$ cat config.mk
export PLATFORM = sky130hd
export DESIGN_NAME = regfile_read_arb
export DESIGN_NICKNAME = d
export VERILOG_FILES = /design/src/rtl/regfile_read_arb_pkg.sv /design/src/rtl/regfile_read_arb_rr_arbiter.sv /design/src/rtl/regfile_read_arb.sv
export SDC_FILE = /design/constraint.sdc
export NUM_CORES = 1
export LEC_CHECK = 0
export CORE_UTILIZATION = 47
export CTS_CLUSTER_DIAMETER = 40
export DETAILED_ROUTE_END_ITERATION = 8
export PLACE_DENSITY = 0.85
export SYNTH_ARGS = -nofsm -noshare
export SYNTH_HDL_FRONTEND = slang
export SYNTH_SLANG_ARGS = --single-unit
export TNS_END_PERCENT = 10
$ cat constraint.sdc
create_clock -name clk_in -period 9.27 [get_ports clk_in]
set_input_delay 2.3175 -clock clk_in [delete_from_list [all_inputs] [get_ports clk_in]]
set_output_delay 2.3175 -clock clk_in [all_outputs]
set_load 0.02 [all_outputs]
$ cat src/rtl/regfile_read_arb_pkg.sv
// regfile_read_arb_pkg: shared widths and defaults for the regfile read arbiter
package regfile_read_arb_pkg;
  localparam int ROB_WIDTH = 4;
  localparam int REG_ID_WIDTH = 5;
  localparam int NUM_READ_REQ = 3;
endpackage

$ cat src/rtl/regfile_read_arb_rr_arbiter.sv
// rr_arbiter: combinational round-robin pick, first request at or after ptr
module rr_arbiter #(
  parameter int N = 3
) (
  input  logic [N-1:0]         req,
  input  logic [$clog2(N)-1:0] ptr,
  output logic [N-1:0]         grant,
  output logic [$clog2(N)-1:0] winner,
  output logic                 any
);
  localparam int PW = $clog2(N);
  logic [PW-1:0] idx;
  always_comb begin
    idx = '0;
    winner = '0;
    any = 1'b0;
    for (int k = N - 1; k >= 0; k--) begin
      idx = PW'((int'(ptr) + k) % N);
      if (req[idx]) begin
        winner = idx;
        any = 1'b1;
      end
    end
    grant = any ? N'(1) << winner : '0;
  end
endmodule

$ cat src/rtl/regfile_read_arb.sv
// regfile_read_arb: round-robin sharing of the regfile operand lookup ports
module regfile_read_arb #(
  parameter int NUM_REQ = regfile_read_arb_pkg::NUM_READ_REQ,
  parameter int ROB_WIDTH = regfile_read_arb_pkg::ROB_WIDTH
) (
  input  logic                           clk_in,
  input  logic                           rst_in,
  input  logic                           rdy_in,
  input  logic                           clear,
  input  logic [NUM_REQ-1:0]             req_valid,
  input  logic [5*NUM_REQ-1:0]           req_rs1,
  input  logic [5*NUM_REQ-1:0]           req_rs2,
  output logic [NUM_REQ-1:0]             req_ready,
  output logic [NUM_REQ-1:0]             rsp_valid,
  output logic [32*NUM_REQ-1:0]          rsp_val1,
  output logic [NUM_REQ-1:0]             rsp_has_dep1,
  output logic [ROB_WIDTH*NUM_REQ-1:0]   rsp_dep1,
  output logic [32*NUM_REQ-1:0]          rsp_val2,
  output logic [NUM_REQ-1:0]             rsp_has_dep2,
  output logic [ROB_WIDTH*NUM_REQ-1:0]   rsp_dep2,
  output logic [4:0]                     get_reg_1,
  input  logic [31:0]                    get_val_1,
  input  logic                           has_dep_1,
  input  logic [ROB_WIDTH-1:0]           get_dep_1,
  output logic [4:0]                     get_reg_2,
  input  logic [31:0]                    get_val_2,
  input  logic                           has_dep_2,
  input  logic [ROB_WIDTH-1:0]           get_dep_2,
  input  logic [4:0]                     issue_reg_id,
  input  logic [ROB_WIDTH-1:0]           issue_rob_id
);
  import regfile_read_arb_pkg::*;
  localparam int PW = $clog2(NUM_REQ);
  logic [PW-1:0] rr_ptr, win;
  logic [NUM_REQ-1:0] grant;
  logic any, go, pat1, pat2, hd1, hd2;
  logic [31:0] val1, val2;
  logic [ROB_WIDTH-1:0] dep1, dep2;
  rr_arbiter #(.N(NUM_REQ)) u_arb (
    .req(req_valid),
    .ptr(rr_ptr),
    .grant(grant),
    .winner(win),
    .any(any)
  );
  assign go = rst_in && rdy_in && !clear && any;
  assign req_ready = go ? grant : '0;
  assign get_reg_1 = go ? req_rs1[win*REG_ID_WIDTH +: REG_ID_WIDTH] : '0;
  assign get_reg_2 = go ? req_rs2[win*REG_ID_WIDTH +: REG_ID_WIDTH] : '0;
  // The regfile does not yet see this cycle's rename, so it overrides the dependency
  assign pat1 = issue_reg_id != '0 && issue_reg_id == get_reg_1;
  assign pat2 = issue_reg_id != '0 && issue_reg_id == get_reg_2;
  assign val1 = get_reg_1 == '0 ? '0 : get_val_1;
  assign val2 = get_reg_2 == '0 ? '0 : get_val_2;
  assign hd1 = get_reg_1 != '0 && (pat1 || has_dep_1);
  assign hd2 = get_reg_2 != '0 && (pat2 || has_dep_2);
  assign dep1 = get_reg_1 == '0 ? '0 : pat1 ? issue_rob_id : get_dep_1;
  assign dep2 = get_reg_2 == '0 ? '0 : pat2 ? issue_rob_id : get_dep_2;
  always_ff @(posedge clk_in or negedge rst_in) begin
    if (!rst_in) begin
      rr_ptr <= '0;
      rsp_valid <= '0;
      rsp_val1 <= '0;
      rsp_has_dep1 <= '0;
      rsp_dep1 <= '0;
      rsp_val2 <= '0;
      rsp_has_dep2 <= '0;
      rsp_dep2 <= '0;
    end else if (rdy_in) begin
      rsp_valid <= req_ready;
      if (go) begin
        rr_ptr <= (win == PW'(NUM_REQ - 1)) ? '0 : win + 1'b1;
        rsp_val1[win*32 +: 32] <= val1;
        rsp_has_dep1[win] <= hd1;
        rsp_dep1[win*ROB_WIDTH +: ROB_WIDTH] <= dep1;
        rsp_val2[win*32 +: 32] <= val2;
        rsp_has_dep2[win] <= hd2;
        rsp_dep2[win*ROB_WIDTH +: ROB_WIDTH] <= dep2;
      end
    end
  end
endmodule

==> results of run 1 <==
power groups by stage:
| stage | Combinational [mW] | Sequential (mW) | Clock [mW] |
|---|---|---|---|
| finish | 1.87 | 1.47 | 1.26 |
| global route | 1.99 | 1.50 | 1.33 |
| CTS | 1.88 | 1.47 | 1.28 |
| detailed placement | 1.86 | 1.48 | 0 |
| global placement | 1.83 | 1.47 | 0 |
| floorplan | 0.578 | 1.84 | 0 |
flip-flops by register name, indices dropped and copies added, names as in the netlist:
signal	count
rsp_has_dep2	3
rsp_val2	96
rsp_has_dep1	3
rsp_val1	96
rsp_valid	3
rsp_dep1	12
rr_ptr	2
rsp_dep2	12
how the worst min path moves through the flow:
| stage | from | endpoint | slack, ps |
|---|---|---|---|
| global placement | rsp_val1[61] | rsp_val1[61] | 460 |
| finish | rsp_val1[49] | rsp_val1[49] | 480 |
| floorplan | rr_ptr[0] | rr_ptr[0] | 560 |
| detailed placement | rsp_val1[80] | rsp_val1[80] | 470 |
| CTS | rsp_val1[54] | rsp_val1[54] | 480 |
| global route | rsp_val1[49] | rsp_val1[49] | 500 |
routing by layer:
metal | up-vias | routed length, um | track usage, %
li1 | 3690 | - | -
met1 | 3948 | 11600 | 35.6
met2 | 387 | 13800 | 47.2
met3 | 93 | 2670 | 8.18
met4 | 0 | 1540 | 15.1
met5 | - | 0 | 0
worst register-to-register path, delay by kind of cell, from the launching register on:
family / cells / cell delay, ps
compound gates: 6 / 1600
fa+ha+maj: 1 / 430
buf+inv: 2 / 590
flops: 1 / 360
mux: 1 / 400
simple gates: 2 / 730
metrics by stage:
step                std cells  setup WS (ps)  power, mW  cell area, um^2  hold slack, ps
floorplan                 858           2910       2.42             9220             556
global placement         1429           1660       3.30            13000             461
detailed placement       1429           1610       3.34            13000             469
CTS                      1485           1620       4.63            14100             482
global route             1485           1390       4.82            14100             500
finish                   1485           1580       4.61            14100             478
synthesized netlist by cell type, drive strengths merged, types with 2 or more instances:
master,number
dfrtp,227
nand2,221
o21ai,164
a22o,76
clkbuf,40
buf,18
mux2,12
inv,11
nor2,11
a31oi,10
mux2i,8
a211oi,6
a21oi,6
ha,6
nor3,6
xnor2,6
nand3,4
nor2b,3
and4b,2
nand3b,2
nor4,2
o22a,2
o22ai,2
or3,2
or3b,2
area by class of cell:
| type | count | area (um^2) | area share (%) |
|---|---|---|---|
| Clock buffer | 35 | 800 | 5.67 |
| Clock inverter | 21 | 333 | 2.36 |
| Inverter | 11 | 43.8 | 0.310 |
| Multi-Input combinational cell | 562 | 3260 | 23.1 |
| Sequential cell | 227 | 5680 | 40.3 |
| Tap cell | 260 | 325 | 2.31 |
| Timing Repair Buffer | 369 | 3670 | 26.0 |
cell families (layout without fill, tap and decap cells):
logic type,Yosys count,after routing
AOI/OAI and AO/OA,273,273
xor gates and xnor gates,6,6
adders and majority gates,6,6
buffers and inverters,69,436
DFF,227,227
muxes,20,20
and+or+nand+nor,257,257
==> flow_summary.ini, run 1 <==
[setup_path]
crit_path_end_kind = primary output
critPathArrivalTime_ps = 5370
cp.required_ps = 6950
critPathLaunch = req_valid[2]
crit_slowest_cell = clkdlybuf4s50_1
rrSetupSlack_ps = 5000
crit_cells = 7
timing.rr.start = rr_ptr[0]
critPathBufInv = 2
cp_cell_sequence = clkdlybuf4s50_1 -> nand2_2 -> or4b_1 -> a31oi_4 -> a21oi_1 -> a21oi_1 -> clkdlybuf4s50_1
reg2reg_depth = 12
crit_end = get_reg_1[1]
crit_path_max_incr_delay_ps = 720
cpLargestDelayFamily = buffers and inverters
critical_path_class = input port to primary output
cp-start-kind = input port
critPathMaxFanout = 8
r2r_end = rsp_dep2[6]

[die]
die_area_um2 = 20200
dieHeight_um = 142
rows = 50
die_x_um = 142
initial_core_util_pct = 48.6
io_pins = 358
design.core.area_um2 = 19000

[logic_synthesis]
synthAdderAreaFrac_pct = 0.815
synth_top_cell_area_share_pct = 61.6
yosys.area_share.simple_pct = 11.6
synth_compound_area_share_pct = 19.6
async_reset_ff_share_pct = 100
syn_avg_cell_area_um2 = 10.7
netlist_area_um2 = 9220
synth-seq-area-share_pct = 61.6
synth_cells = 858
synth_area_leaders = dfrtp_1 62%, nand2_1 9.0%, a22o_1 7.2%, o21ai_1 4.9%, o21ai_0 4.0%
ys_warn_count = 0
synth_top_family_by_area = compound AO/OA/AOI/OAI gates
synth_edf_count = 0
synth-seq-cells = 227
synth_cell_types = 46
yosysTopAreaCell = dfrtp_1
muxShareOfSynthArea_pct = 2.54
syn_nets = 984
ys.flop_type = dfrtp_1
synth-xor-area-share_pct = 0.570

[clock_tree]
cts_buffers = 30
cts.sinks = 227
htree_num_levels = 1
clock_latency_ps = 550
cts_buffer_depth = 3
hold_buffers = 0
path_clk_slew_ps = 60
tritoncts = done
clockRootBuffer = clkbuf_16
ctsResizeCount = 0
cts_setup_buffers = 0

[route]
ant_nets = 0
drc = 0
dr.pass1.iters = 5
wl_per_cell_um = 19.9
drtIter0Drc = 431
wl_um = 29600
vias = 8118
vias_per_cell = 5.47

[global_route]
antenna_found_initial = 0
grt.overflow.total = 0
grt_usage_pct = 29.1
grt_max_degree = 81
grt_first_pass_wirelength_um = 45100
grt_pass1_vias = 8180

[power_and_ir_drop]
intPower_mw = 2.92
clock_power_share_pct = 27.4
comb_power_share_pct = 40.7
p_switching_mw = 1.68
power_frac_seq_pct = 31.9
p_per_area_nw_per_um2 = 327
switching_share_pct = 36.5
p_leak_nw = 6.02
irDropWorstVdd_v = 0.000182

[final_layout]
antenna_cells = 0
syn2layout_area_growth_pct = 53.1
fin_nets = 1327
mostFrequentLayoutCell = clkdlybuf4s50_1
utilization_pct = 74.4
fillers = 1279
drive_gt1_share_pct = 8.41
mostFrequentLayoutCells = 356 x clkdlybuf4s50_1, 227 x dfrtp_1, 218 x nand2_1

[worst_hold_path]
min_path_cells = 2
hold_path.class = flip-flop to flip-flop

[place]
hpwl_um = 20700
port_buffers = 357
gp_congestion = 0.922

[timing]
hold_viol = 0
tightest_slew_ps = 936
finalSetupViolations = 0
fin_crit_ps = 7690
slew_viol_final = 0
fin_worst_skew_ps = 12.8
relSlewSlack_pct = 37.6
final.setup.tns_ps = 0
period_share_pct = 82.9
fmax_mhz = 130
rsz0062_at_grt = false

[run_status]
status = finished clean

[job]
max_cap_viol_count = 0
Note: power is estimated with default switching activity, not from simulation.
==> inputs of run 2 (changes only) <==
Settings changed: CORE_UTILIZATION 47 to 44, PLACE_DENSITY 0.85 to 0.81.
Clock period 9.27 ns to 7.2 ns, I/O delays scaled along.
==> run 2 against run 1 <==
  * Register-to-register slack got worse by 2000 ps
  * Design area is 0.74% lower
  * Largest cell class unchanged
  * Highest routed layer unchanged
  * Power up 25%
  * Sequential share of layout area rose by 0.30 points
==> flow_summary.ini, run 2 (synthesis results as in run 1) <==
[setup_path]
cp.required_ps = 5400
crit_path_end_kind = primary output
crit_path_max_incr_delay_ps = 700
cp_cell_sequence = clkdlybuf4s50_1 -> nand2_2 -> or4b_1 -> a31oi_4 -> a21oi_1 -> a21oi_1 -> clkdlybuf4s50_1
crit_slowest_cell = clkdlybuf4s50_1
critical_path_class = input port to primary output
reg2reg_depth = 12
cp-start-kind = input port
critPathMaxFanout = 8
r2r_end = rsp_dep2[5]
crit_end = get_reg_1[1]
rrSetupSlack_ps = 3050
timing.rr.start = rr_ptr[0]
critPathLaunch = req_valid[2]
critPathArrivalTime_ps = 4790

[final_layout]
reg_top3 = rsp_val1 x96, rsp_val2 x96
utilization_pct = 68.8
syn2layout_area_growth_pct = 52.0
fillers = 1533
mostFrequentLayoutCells = 356 x clkdlybuf4s50_1, 227 x dfrtp_1, 218 x nand2_1
mostFrequentLayoutCell = clkdlybuf4s50_1
layout.cells.non_filler = 1498
antenna_cells = 0
drive_gt1_share_pct = 8.71
fin_nets = 1329

[place]
place_ws_ps = 661
port_buffers = 357
gp_congestion = 0.919
hpwl_um = 20600
dp_cells = 1440

[global_route]
grt_first_pass_wirelength_um = 46100
grt_max_degree = 85
grt.overflow.total = 0
grt_usage_pct = 27.4
antenna_found_initial = 0
grt_pass1_vias = 8185

[route]
drtIter0Drc = 353
dr.pass1.iters = 6
wl_um = 29200
wl_per_cell_um = 19.5
vias_per_cell = 5.31
vias = 7960
ant_nets = 0
drc = 0

[clock_tree]
path_clk_slew_ps = 60
tritoncts = done
cts_buffer_depth = 3
clockRootBuffer = clkbuf_16
hold_buffers = 0
cts.sinks = 227
cts_setup_buffers = 0
htree_num_levels = 1
clock_latency_ps = 550
cts_buffers = 31
ctsResizeCount = 0

[die]
rows = 52
initial_core_util_pct = 45.3
die_area_um2 = 21500
die_x_um = 147
dieHeight_um = 147
io_pins = 358
design.core.area_um2 = 20400

[run_status]
status = finished clean

[power_and_ir_drop]
p_per_area_nw_per_um2 = 410
p_leak_nw = 5.97
switching_share_pct = 38.0
irDropWorstVdd_v = 0.000219
intPower_mw = 3.56
p_switching_mw = 2.18
power_frac_seq_pct = 33.0
comb_power_share_pct = 41.9
clock_power_share_pct = 25.1

[worst_hold_path]
hold_path.class = flip-flop to flip-flop

[timing]
rsz0062_at_grt = false
hold_ws_ps = 477
hold_viol = 0
period_share_pct = 91.5
setup_ws_ps = 614
fin_worst_skew_ps = 8.53
slew_viol_final = 0
fin_crit_ps = 6590
fmax_mhz = 152
tightest_slew_ps = 1020
finalSetupViolations = 0
relSlewSlack_pct = 32.0
final.setup.tns_ps = 0

[job]
max_cap_viol_count = 0
[run 2: changes by cell type in the layout (fill, tap and decap cells not counted), moves of 2 or more]
cell,before,now
bufinv_16,6,0
clkbuf_8,3,1
clkinv_2,0,7
clkinv_4,2,5
clkinv_8,0,2
inv_8,3,1
[run 2: through the flow]
step                      power [mW]  instance area [um^2]
after detailed placement        4.31                 13000
after global placement          4.26                 13000
final                           5.74                 14000
after global routing            6.02                 14000
after CTS                       5.77                 14000
after floorplan                 3.12                  9220
[run 2: final cells by class]
| cell class | instances | area (um^2) | area share, % |
|---|---|---|---|
| inverter | 11 | 43.8 | 0.313 |
| clock inverter | 25 | 214 | 1.53 |
| tap | 270 | 338 | 2.41 |
| timing repair buffer | 370 | 3680 | 26.2 |
| clock buffer | 33 | 793 | 5.66 |
| multi-input combinational | 562 | 3260 | 23.3 |
| sequential | 227 | 5680 | 40.6 |
[run 2: routing by layer]
| layer | up-vias | share of wire (%) | track usage [%] |
|---|---|---|---|
| li1 | 3692 | - | - |
| met1 | 3841 | 41 | 35.3 |
| met2 | 350 | 46 | 42.7 |
| met3 | 77 | 9.2 | 8.20 |
| met4 | 0 | 4.3 | 12.0 |
| met5 | - | 0 | 0 |
[run 2: worst min-delay path by stage]
stage                               to  cells past startpoint    startpoint
after global routing      rsp_val1[67]                      2  rsp_val1[67]
after CTS                 rsp_val1[61]                      2  rsp_val1[61]
after detailed placement  rsp_val1[48]                      2  rsp_val1[48]
after floorplan              rr_ptr[0]                      2     rr_ptr[0]
final                     rsp_val1[61]                      2  rsp_val1[61]
after global placement    rsp_val1[81]                      2  rsp_val1[81]
[run 2: critical path, delay by kind of cell]
family                 cells  cell delay, ps
buffers and inverters      2            1300
and+or+nand+nor            2             720
AOI/OAI and AO/OA          3             950
[run 2: power by group through the flow]
| stage | clock network [mW] | logic [mW] | registers [mW] |
|---|---|---|---|
| after floorplan | 0 | 0.744 | 2.37 |
| after global placement | 0 | 2.36 | 1.89 |
| after detailed placement | 0 | 2.40 | 1.91 |
| after CTS | 1.46 | 2.41 | 1.90 |
| after global routing | 1.53 | 2.56 | 1.94 |
| final | 1.44 | 2.41 | 1.90 |
==> inputs of run 3 (changes only) <==
Settings changed: CAP_MARGIN set to 20.
==> run 3 against run 2 <==
  * Cell count hardly changed
  * First-iteration DRC count is 3.1% lower
  * Sequential power hardly changed
  * Die area stayed put
==> flow_summary.ini, run 3 (synthesis results as in run 1) <==
[route]
wl_per_cell_um = 19.6
vias_per_cell = 5.34
ant_nets = 0
drc = 0
drtIter0Drc = 342
vias = 8005
wl_um = 29400
dr.pass1.iters = 5

[clock_tree]
tritoncts = done
cts_setup_buffers = 0
cts.sinks = 227
hold_buffers = 0
path_clk_slew_ps = 60
cts_buffer_depth = 3
clock_latency_ps = 550
cts_buffers = 31
htree_num_levels = 1
clockRootBuffer = clkbuf_16
ctsResizeCount = 0

[final_layout]
antenna_cells = 0
mostFrequentLayoutCells = 356 x clkdlybuf4s50_1, 227 x dfrtp_1, 218 x nand2_1
mostFrequentLayoutCell = clkdlybuf4s50_1
final_cell_area_um2 = 14000
layout.cells.non_filler = 1499
drive_gt1_share_pct = 8.79
fin_nets = 1330
reg_top3 = rsp_val1 x96, rsp_val2 x96
syn2layout_area_growth_pct = 52.3

[power_and_ir_drop]
p_switching_mw = 2.18
p_leak_nw = 5.99
irDropWorstVdd_v = 0.000222
p_per_area_nw_per_um2 = 409
intPower_mw = 3.56
switching_share_pct = 38.0
power_frac_seq_pct = 33.0
clock_power_share_pct = 25.0
comb_power_share_pct = 41.9

[setup_path]
crit_path_end_kind = primary output
cpLargestDelayFamily = buffers and inverters
cp-start-kind = input port
critPathBufInv = 4
critPathMaxFanout = 10
crit_slowest_cell = a31oi_1
cp_cell_sequence = clkdlybuf4s50_1 -> mux2_4 -> mux2i_1 -> a31oi_1 -> buf_4 -> o21ai_0 -> a31oi_1 -> buf_4 -> clkdlybuf4s50_1
critical_path_class = input port to primary output
critPathArrivalTime_ps = 4800
crit_path_max_incr_delay_ps = 680
cp.required_ps = 5400

[die]
die_x_um = 147
die_area_um2 = 21500
rows = 52
io_pins = 358
initial_core_util_pct = 45.3
design.core.area_um2 = 20400
dieHeight_um = 147

[timing]
hold_viol = 0
period_share_pct = 91.7
final.setup.tns_ps = 0
relSlewSlack_pct = 38.3
tightest_slew_ps = 926
hold_ws_ps = 477
fin_crit_ps = 6600
fin_worst_skew_ps = 7.38
slew_viol_final = 0
finalSetupViolations = 0
rsz0062_at_grt = false
fmax_mhz = 152

[worst_hold_path]
hold_path.class = flip-flop to flip-flop

[run_status]
status = finished clean

[place]
dp_cells = 1440
place_area_um2 = 13000
port_buffers = 357
gp_congestion = 0.919
hpwl_um = 20600

[global_route]
grt_first_pass_wirelength_um = 46100
grt_max_degree = 85
antenna_found_initial = 0
grt_pass1_vias = 8185
grt_usage_pct = 27.4
grt.overflow.total = 0

[job]
max_cap_viol_count = 0
## run 3: cell types whose count changed in the layout (fill, tap and decap cells not counted)
cell,before,now
buf_16,0,1
## run 3: layout make-up
| cell class | count | area, um^2 |
|---|---|---|
| Multi-Input combinational cell | 562 | 3260 |
| Timing Repair Buffer | 371 | 3700 |
| Clock inverter | 25 | 214 |
| Clock buffer | 33 | 793 |
| Inverter | 11 | 43.8 |
| Sequential cell | 227 | 5680 |
| Fill cell | 1531 | 6330 |
| Tap cell | 270 | 338 |
## run 3: final timing paths
check                              from            to  slack (ps)  depth (start not counted)
max in group asynchronous        rst_in  rsp_val2[37]        4440                          4
max                        req_valid[2]  get_reg_2[4]         600                          9
min                        rsp_val1[61]  rsp_val1[61]         480                          2
min in group asynchronous        rst_in  rsp_val1[14]        1030                          1
min reg2reg                rsp_val1[61]  rsp_val1[61]         480                          2
max reg2reg                   rr_ptr[0]   rsp_dep2[5]        3020                         12
## run 3: metal layers
| metal | track usage [%] | vias to the layer above | wire, um |
|---|---|---|---|
| li1 | - | 3694 | - |
| met1 | 35.3 | 3865 | 11900 |
| met2 | 42.7 | 371 | 13500 |
| met3 | 8.20 | 75 | 2720 |
| met4 | 12.0 | 0 | 1250 |
| met5 | 0 | - | 0 |
## run 3: metrics by stage
| stage | total power [mW] | utilization, % | worst slack (ps) |
|---|---|---|---|
| after floorplan | 3.12 | - | 1870 |
| after global placement | 4.26 | 63.8 | 683 |
| after detailed placement | 4.31 | 63.8 | 661 |
| after CTS | 5.77 | 68.8 | 649 |
| after global routing | 6.03 | 68.9 | 379 |
| final | 5.74 | 68.9 | 600 |
## run 3: power groups by stage
stage	combinational (mW)	clock (mW)	sequential, mW
after floorplan	0.744	0	2.37
after global placement	2.36	0	1.89
after detailed placement	2.40	0	1.91
after CTS	2.41	1.46	1.90
after global routing	2.56	1.53	1.94
final	2.41	1.44	1.90
## run 3: worst min-delay path, cell delays in order, from the launching register on
cell,delay (ps)
dfrtp_1,340
nand2_1,40
o21ai_0,60
